**src/rtl/row_accumulator.sv**
```systemverilog
// rtl/row_accumulator.sv - per-channel row reduction of signed products into dot-product results
//
// Purpose:
//   One independent reduction lane per channel. Each lane pops a row length
//   from its length FIFO, sums exactly that many sign-extended products from
//   its product FIFO, and holds the result on a valid/ready output tagged
//   with a per-channel row index. The next length is only popped after the
//   result has been accepted.
//
// Ports:
//   clk             - single clock, all state changes on the rising edge
//   rst             - synchronous active-high reset
//   mult            - product FIFO heads, channel i at [i*2*val_bits +: 2*val_bits], signed
//   mult_fifo_empty - per-channel product FIFO empty
//   mult_fifo_read  - per-channel product pop (first-word-fall-through FIFO)
//   len             - row length FIFO heads, channel i at [i*row_len_size +: row_len_size]
//   len_fifo_empty  - per-channel length FIFO empty
//   len_fifo_read   - per-channel length pop
//   res             - row results, channel i at [i*acc_bits +: acc_bits], signed
//   res_row         - row index of the result on res, per channel
//   res_valid       - result valid, per channel
//   res_ready       - downstream accepts result, per channel

module row_accumulator #(
  parameter int channel_num  = 4,
  parameter int val_bits     = 16,
  parameter int row_len_size = 8,
  parameter int acc_bits     = 2 * val_bits + row_len_size,
  parameter int row_id_size  = 16
) (
  input  logic                                clk,
  input  logic                                rst,
  input  logic [2*val_bits*channel_num-1:0]   mult,
  input  logic [channel_num-1:0]              mult_fifo_empty,
  output logic [channel_num-1:0]              mult_fifo_read,
  input  logic [row_len_size*channel_num-1:0] len,
  input  logic [channel_num-1:0]              len_fifo_empty,
  output logic [channel_num-1:0]              len_fifo_read,
  output logic [acc_bits*channel_num-1:0]     res,
  output logic [row_id_size*channel_num-1:0]  res_row,
  output logic [channel_num-1:0]              res_valid,
  input  logic [channel_num-1:0]              res_ready
);

  localparam int prod_bits = 2 * val_bits;

  typedef enum logic [1:0] {
    IDLE = 2'd0,
    ACC  = 2'd1,
    EMIT = 2'd2
  } state_t;

  for (genvar i = 0; i < channel_num; i++) begin : g_ch

    state_t                   state;
    state_t                   state_next;
    logic [acc_bits-1:0]      acc;
    logic [acc_bits-1:0]      acc_next;
    logic [acc_bits-1:0]      res_q;
    logic [acc_bits-1:0]      res_next;
    logic [row_len_size-1:0]  remaining;
    logic [row_len_size-1:0]  remaining_next;
    logic [row_id_size-1:0]   row_q;
    logic [row_id_size-1:0]   row_next;
    logic signed [prod_bits-1:0] prod;
    logic [row_len_size-1:0]  len_head;
    logic [acc_bits-1:0]      sum;
    logic                     len_pop;
    logic                     mult_pop;

    assign prod     = mult[i*prod_bits +: prod_bits];
    assign len_head = len[i*row_len_size +: row_len_size];

    // Size cast of a signed operand sign-extends the product to the
    // accumulator width; the add then wraps modulo 2^acc_bits.
    assign sum = acc + acc_bits'(prod);

    always_ff @(posedge clk) begin
      if (rst) begin
        state     <= IDLE;
        acc       <= '0;
        remaining <= '0;
        res_q     <= '0;
        row_q     <= '0;
      end else begin
        state     <= state_next;
        acc       <= acc_next;
        remaining <= remaining_next;
        res_q     <= res_next;
        row_q     <= row_next;
      end
    end

    always_comb begin
      state_next     = state;
      acc_next       = acc;
      remaining_next = remaining;
      res_next       = res_q;
      row_next       = row_q;
      len_pop        = 1'b0;
      mult_pop       = 1'b0;

      case (state)
        IDLE: begin
          len_pop = ~len_fifo_empty[i];
          if (len_pop) begin
            acc_next       = '0;
            remaining_next = len_head;
            if (len_head == '0) begin
              // Empty row: result is known immediately, skip accumulation.
              res_next   = '0;
              state_next = EMIT;
            end else begin
              state_next = ACC;
            end
          end
        end

        ACC: begin
          mult_pop = ~mult_fifo_empty[i];
          if (mult_pop) begin
            acc_next       = sum;
            remaining_next = remaining - row_len_size'(1);
            if (remaining == row_len_size'(1)) begin
              // Last product of the row goes straight into the result
              // register so EMIT presents the complete sum.
              res_next   = sum;
              state_next = EMIT;
            end
          end
        end

        EMIT: begin
          if (res_ready[i]) begin
            row_next   = row_q + row_id_size'(1);
            state_next = IDLE;
          end
        end

        default: begin
          state_next = IDLE;
        end
      endcase
    end

    // Pops and valid are suppressed while rst is high so that no FIFO entry
    // is consumed and no handshake completes in the reset cycle.
    assign len_fifo_read[i]  = len_pop & ~rst;
    assign mult_fifo_read[i] = mult_pop & ~rst;
    assign res_valid[i]      = (state == EMIT) & ~rst;

    assign res[i*acc_bits +: acc_bits]           = res_q;
    assign res_row[i*row_id_size +: row_id_size] = row_q;

  end

endmodule

```
**config.mk**
```make
export PLATFORM = sky130hd
export DESIGN_NAME = row_accumulator
export DESIGN_NICKNAME = d
export VERILOG_FILES = /design/src/rtl/row_accumulator.sv
export SDC_FILE = /design/constraint.sdc
export NUM_CORES = 1
export LEC_CHECK = 0
export BUFFER_PORTS_ARGS = -buffer_cell sky130_fd_sc_hd__buf_2
export CAP_MARGIN = 20
export CORE_MARGIN = 2
export CORE_UTILIZATION = 40
export CTS_CLUSTER_DIAMETER = 200
export DETAILED_ROUTE_END_ITERATION = 7
export GPL_ROUTABILITY_DRIVEN = 0
export PLACE_DENSITY_LB_ADDON = 0.12
export SLEW_MARGIN = 20
export SYNTH_ARGS = -nofsm -noshare
export SYNTH_HDL_FRONTEND = slang
export SYNTH_SLANG_ARGS = --single-unit
```
**constraint.sdc**
```tcl
create_clock -name clk -period 3.4 [get_ports clk]
set_input_delay 0.51 -clock clk [delete_from_list [all_inputs] [get_ports clk]]
set_output_delay 0.51 -clock clk [all_outputs]
set_load 0.02 [all_outputs]
```
==> results_dict.tcl, run 1 <==
set metrics [dict create \
    first_pass_iters 6 \
    fin_nets 4001 \
    ys.flop_type "dfxtp_1" \
    synth_common_cells "513 x nand2_1, 424 x dfxtp_1, 423 x a21oi_1" \
    clkLatencyLatePin_ns 0.60 \
    synth_most_common_cell "nand2_1" \
    swShare_pct 31.7 \
    area_delta_synth_final_pct 21.5 \
    switchingPower_mw 4.48 \
    ctsHoldBuffers 0 \
    antenna_found_initial 14 \
    via_count 25000 \
    arrival_ns 3.69 \
    synth_area_mm2 0.0247 \
    synth_top_area_cell "dfxtp_1" \
    sequentialPowerShare_pct 38.2 \
    fin_cells 4492 \
    holdPathStages 3 \
    cts_max_path_buffers 3 \
    die_w_um 253 \
    cp_max_fo 3 \
    cts.clk_slew.worst_paths_ns 0.06 \
    max_freq_mhz 312 \
    crit_path_max_incr_delay_ns 0.41 \
    core_mm2 0.0614 \
    syn_area_per_cell_um2 7.67 \
    max-vdd-ir-drop_mv 0.400 \
    slew_viol_final 0 \
    synth_cell_types 73 \
    seq_area_frac_synth_pct 34.3 \
    cap_violations 0 \
    grt_max_degree 80 \
    period_share_pct 94.2 \
    total_power_mw 14.1 \
    cts_tree "built" \
    grt.overflow.total 0 \
    worstMarginPinSlew_ns 0.966 \
    async_reset_ff_share_pct 0 \
    clock_power_share_pct 39.0 \
    combPwrFrac_pct 22.9 \
    grt_pass1_wl_um 126000 \
    synth_top_area_share_pct 34.3 \
    num_io_pins 410 \
    hold_path.class "in2reg" \
    die_h_um 253 \
    synth_edf_count 0 \
    hold-worst-slack_ns 0.177 \
    worstRegToRegCells 14 \
    yosysWarnings 0 \
    slew_headroom_pct 35.1 \
    outcome "completed" \
    hpwl_um 58700 \
    powerDensity_mw_per_mm2 470 \
    worstSetupPathType "reg2reg" \
    setup_viol_count_final 0 \
    drt_iter0_drc 1425 \
    internal_power_mw 9.63 \
    synth_top_cells_by_area "dfxtp_1 34%, a21oi_1 8.6%, ha_1 8.5%" \
    numCtsBuffers 51 \
    rows 91 \
    grt_pass1_vias 24200 \
    viasPerCell 5.56 \
    cpMaxStageDelayCell "fa_1" \
    cp-start-kind "flop" \
    crit_chain "ha_1, fa_1, a211oi_2, buf_4, o211ai_1, a31oi_2, o21ai_2, o21ai_1, buf_4, nand2b_1, a21o_1, a221o_1, xor2_1, a22o_1" \
    setup_tns_ns 0 \
    wl_per_cell_um 17.7 \
    fin_crit_ns 3.20 \
    crit_required_ns 3.89 \
    layout-drive-gt1-share_pct 18.6 \
    wl_um 79300 \
    grt_setup_unrepaired "false" \
    dieArea_mm2 0.0638 \
    cts-root-buf "clkbuf_16" \
    clock_sinks 424 \
    ys_ff_latch 424 \
    initial_utilization_pct 40.3 \
    p_leak_nw 13.2 \
    finClkSkew_ns 0.0111 \
    cpMostUsedCell "buf_4" \
    portBuffers 409 \
    synth_nets 3566 \
    htree_num_levels 2 \
    grt_usage_pct 24.0 \
    drcViolationCount 0 \
    netlist_instances 3220 \
    cts_setup_buffers 0 \
    cp-end-kind "flop" \
    hold_violations 0 \
    ant_nets 0 \
    placed_cells_incl_taps 4392 \
]
-- area by class of cell --
type / count / area [µm²]
fill: 6082 / 31400
antenna: 11 / 27.5
sequential: 424 / 8490
clock inverter: 19 / 223
multi-input combinational: 2572 / 15500
inverter: 42 / 158
timing repair buffer: 564 / 3230
clock buffer: 70 / 1440
tap: 790 / 988
-- flip-flops by register name (all words and copies together) (netlist names) --
signal,flops
g_ch.acc,160
g_ch.res_q,160
g_ch.row_q,64
g_ch.remaining,32
g_ch.state,8
-- critical path: cells and delay by family (launching register included) --
kind                       cells  cell delay [ns]
and+or+nand+nor                1             0.07
DFF                            1             0.32
AOI/OAI and AO/OA              8             1.68
adders and majority gates      2             0.62
xor gates and xnor gates       1             0.15
buffers and inverters          2             0.28
-- stage by stage --
stage | instance area (µm²) | worst slack (ns) | utilization [%]
global placement | 28300 | -0.381 | 46.1
detailed placement | 28300 | -0.403 | 46.1
CTS | 30000 | 0.0290 | 48.8
floorplan | 24700 | 0.0883 | -
global route | 30000 | 0.00986 | 48.9
finish | 30000 | 0.198 | 48.9
-- power groups by stage --
stage | Sequential, mW | Combinational, mW | Clock [mW]
floorplan | 5.49 | 2.14 | 0
global placement | 5.48 | 3.14 | 0
detailed placement | 5.49 | 3.18 | 0
CTS | 5.38 | 3.20 | 5.66
global route | 5.41 | 3.58 | 5.84
finish | 5.39 | 3.23 | 5.50
-- logic make-up (layout without fill, tap and decap cells) --
logic type,Yosys count,in the layout,synth area share [%]
AOI/OAI and AO/OA,933,933,23.5
muxes,4,4,0.162
buffers and inverters,224,695,3.43
other,0,11,0
adders and majority gates,172,172,8.83
DFF,424,424,34.3
xor gates and xnor gates,187,187,6.63
and+or+nand+nor,1276,1276,23.1
-- cell usage in the layout (no fill, tap or decap), drive strengths merged, types with 29 or more instances in the layout --
| cell type | n |
|---|---|
| a211oi | 38 |
| a21o | 89 |
| a21oi | 423 |
| a22oi | 43 |
| a31oi | 32 |
| and3 | 42 |
| buf | 564 |
| clkbuf | 70 |
| dfxtp | 424 |
| ha | 168 |
| inv | 45 |
| nand2 | 514 |
| nand3 | 150 |
| nand4 | 48 |
| nor2 | 323 |
| nor3 | 50 |
| o211ai | 29 |
| o21ai | 122 |
| xnor2 | 92 |
| xor2 | 95 |
-- path summary, 6_finish.rpt --
path                                             end         startpoint  slack [ns]
worst min register to register     g_ch[1].res_q[21]  g_ch[1].res_q[21]        0.45
worst min-delay path            g_ch[3].remaining[0]            len[24]        0.18
worst max-delay path                 g_ch[2].acc[36]     g_ch[2].acc[0]        0.20
worst max register to register       g_ch[2].acc[36]     g_ch[2].acc[0]        0.20
-- per-layer routing --
metal	wire length, µm	track usage [%]
met5	40	0
met4	2560	9.21
met3	4410	4.32
met2	37200	40.1
met1	35000	30.6
-- timing repair --
| action | in CTS | in global routing |
|---|---|---|
| pin swaps | 0 | 1 |
| cloned | 0 | 0 |
| setup endpoints to repair | 2 | 20 |
| gates resized for setup | 2 | 10 |
(Power assumes the default switching activity.)
==> run 2, diff against run 1 <==
Settings changed: ABC_AREA set to 1.
==> run 2 against run 1 <==
Compared with the run above:
- clock-buffer cell count up 3
- die area up 12%
- final area up 7.5%
- sequential power up 27%
- via count up 16%
- first-iteration DRC count up 21%
- hold slack worse by 0.0057 ns
- largest power group is now combinational cells
- register-to-register slack better by 0.81 ns
- flip-flop and latch count unchanged
- power up 57%
- clock skew up 0.0058 ns
- sequential share of layout area down 2.0 points
==> results_dict.tcl, run 2 <==
set metrics [dict create \
    outcome "completed" \
    cts.clk_slew.worst_paths_ns 0.06 \
    cp_max_fo 16 \
    p_leak_nw 16.2 \
    htree_num_levels 2 \
    internal_power_mw 12.4 \
    seq_area_frac_synth_pct 30.5 \
    hold_violations 0 \
    cp-start-kind "flop" \
    layout_common_cells "1178 x nand2_1, 567 x inv_1, 538 x a21oi_1, 501 x nor2_1, 459 x o21ai_0" \
    first_pass_iters 5 \
    reg.largest.list "g_ch.acc (160), g_ch.res_q (160), g_ch.row_q (64)" \
    grt_pass1_vias 26900 \
    via_count 28900 \
    die_w_um 268 \
    cts_max_path_buffers 3 \
    crit_required_ns 2.89 \
    cts_tree "built" \
    drt_iter0_drc 1718 \
    powerDensity_mw_per_mm2 685 \
    drcViolationCount 0 \
    ys_ff_latch 424 \
    ant_nets 0 \
    finClkSkew_ns 0.0169 \
    swShare_pct 43.9 \
    setup_tns_ns 0 \
    syn_area_per_cell_um2 6.20 \
    synth_nets 4838 \
    hpwl_um 69000 \
    dieArea_mm2 0.0717 \
    grt_pass1_wl_um 140000 \
    worstMarginPinSlew_ns 0.785 \
    num_io_pins 410 \
    area_delta_synth_final_pct 15.9 \
    async_reset_ff_share_pct 0 \
    synth_most_common_cell "nand2_1" \
    setup_viol_count_final 0 \
    period_share_pct 73.8 \
    sequentialPowerShare_pct 30.8 \
    cts-resized-gates 0 \
    synth_area_mm2 0.0278 \
    max_freq_mhz 399 \
    slew_viol_final 0 \
    synth_top_area_share_pct 30.5 \
    netlist_instances 4492 \
    synth_top_cells_by_area "dfxtp_1 30%, nand2_1 16%, a21oi_1 9.7%" \
    arrival_ns 2.00 \
    die_h_um 268 \
    ys.flop_type "dfxtp_1" \
    wl_um 88600 \
    cp-end-kind "primary output" \
    hold_path.class "in2reg" \
    portBuffers 409 \
    fin_nets 5186 \
    grt.overflow.total 0 \
    switchingPower_mw 9.72 \
    grt_usage_pct 24.1 \
    cts-root-buf "clkbuf_16" \
    synth_top_area_cell "dfxtp_1" \
    yosysWarnings 0 \
    layout-drive-gt1-share_pct 12.2 \
    core_mm2 0.0687 \
    total_power_mw 22.1 \
    wl_per_cell_um 15.3 \
    initial_utilization_pct 40.5 \
    final_util_pct 47.0 \
    ctsHoldBuffers 0 \
    cts_setup_buffers 0 \
    seq_area_mm2 0.00849 \
    numCtsBuffers 49 \
    layout_commonest_cell "nand2_1" \
    clock_power_share_pct 23.8 \
    max-vdd-ir-drop_mv 0.465 \
    combPwrFrac_pct 45.4 \
    viasPerCell 4.97 \
    n_fill_cell 7462 \
    antenna_found_initial 5 \
    synth_edf_count 0 \
    worstSetupPathType "reg2out" \
    synth_common_cells "1182 x nand2_1, 567 x inv_1, 538 x a21oi_1" \
    clkLatencyLatePin_ns 0.60 \
    clock_sinks 424 \
    fin_crit_ns 2.51 \
    slew_headroom_pct 47.7 \
    synth_cell_types 49 \
    grt_max_degree 109 \
    cap_violations 0 \
    multi_input_area_mm2 0.0165 \
    rows 96 \
    grt_setup_unrepaired "false" \
]
run 2: cell count changes after synthesis, moves of 75 or more:
cell	delta
inv_1	+526
a21o_1	-89
a21oi_1	+115
xnor2_1	-84
o21ai_0	+341
nand2_1	+669
nor2_1	+180
clkbuf_1	-90
nand3_1	+75
run 2: cells by family after synthesis:
kind of cell | Yosys count | synth area share, %
and+or+nand+nor | 2044 | 30.1
DFF | 424 | 30.5
xor gates and xnor gates | 30 | 0.944
adders and majority gates | 172 | 7.84
AOI/OAI and AO/OA | 1097 | 20.4
buffers and inverters | 725 | 10.2
run 2: per-stage QoR:
step | hold WS [ns] | instances | setup slack, ns | cell area (µm²)
floorplan | 0.445 | 4492 | 1.28 | 27800
global placement | 0.446 | 5720 | 0.700 | 30700
detailed placement | 0.451 | 5720 | 0.697 | 30700
CTS | 0.115 | 5801 | 0.879 | 32300
global route | 0.141 | 5804 | 0.770 | 32300
finish | 0.171 | 5805 | 0.891 | 32300
run 2: layout make-up:
class / instances / area share [%]
antenna: 4 / 0.0310
clock buffer: 73 / 4.52
timing repair buffer: 436 / 7.17
clock inverter: 8 / 0.302
multi-input combinational: 3343 / 51.2
sequential: 424 / 26.3
inverter: 586 / 6.84
tap: 931 / 3.61
run 2: worst paths after layout:
kind                     start                   end  slack, ns  depth (start not counted)
max           g_ch[1].state[0]     mult_fifo_read[1]       0.89                          6
min                    len[10]  g_ch[1].remaining[2]       0.17                          3
max reg2reg     g_ch[3].acc[4]     g_ch[3].res_q[30]       1.01                         11
min reg2reg  g_ch[1].row_q[15]     g_ch[1].row_q[15]       0.46                          1
run 2: critical path, cell delays in order, from the launching register on:
cell and delay, ns:
dfxtp_1 0.32, inv_1 0.11, nor2_2 0.09, buf_4 0.21, nand2_1 0.11, nor2_1 0.31, buf_2 0.25
run 2: power by group through the flow:
stage	sequential (mW)	combinational [mW]	clock (mW)
2_1_floorplan	7.42	6.66	0
3_3_place_gp	6.91	9.95	0
3_5_place_dp	6.91	10.0	0
4_1_cts	6.82	10.1	5.41
5_1_grt	6.96	11.4	5.59
6_report	6.82	10.0	5.26
run 2: per-layer routing:
| layer | vias to the layer above | share of wire (%) | track usage, % |
|---|---|---|---|
| li1 | 15300 | - | - |
| met1 | 12800 | 47 | 32.3 |
| met2 | 637 | 45 | 39.2 |
| met3 | 124 | 5.9 | 4.40 |
| met4 | 4 | 2.7 | 7.43 |
| met5 | - | 0.027 | 0 |
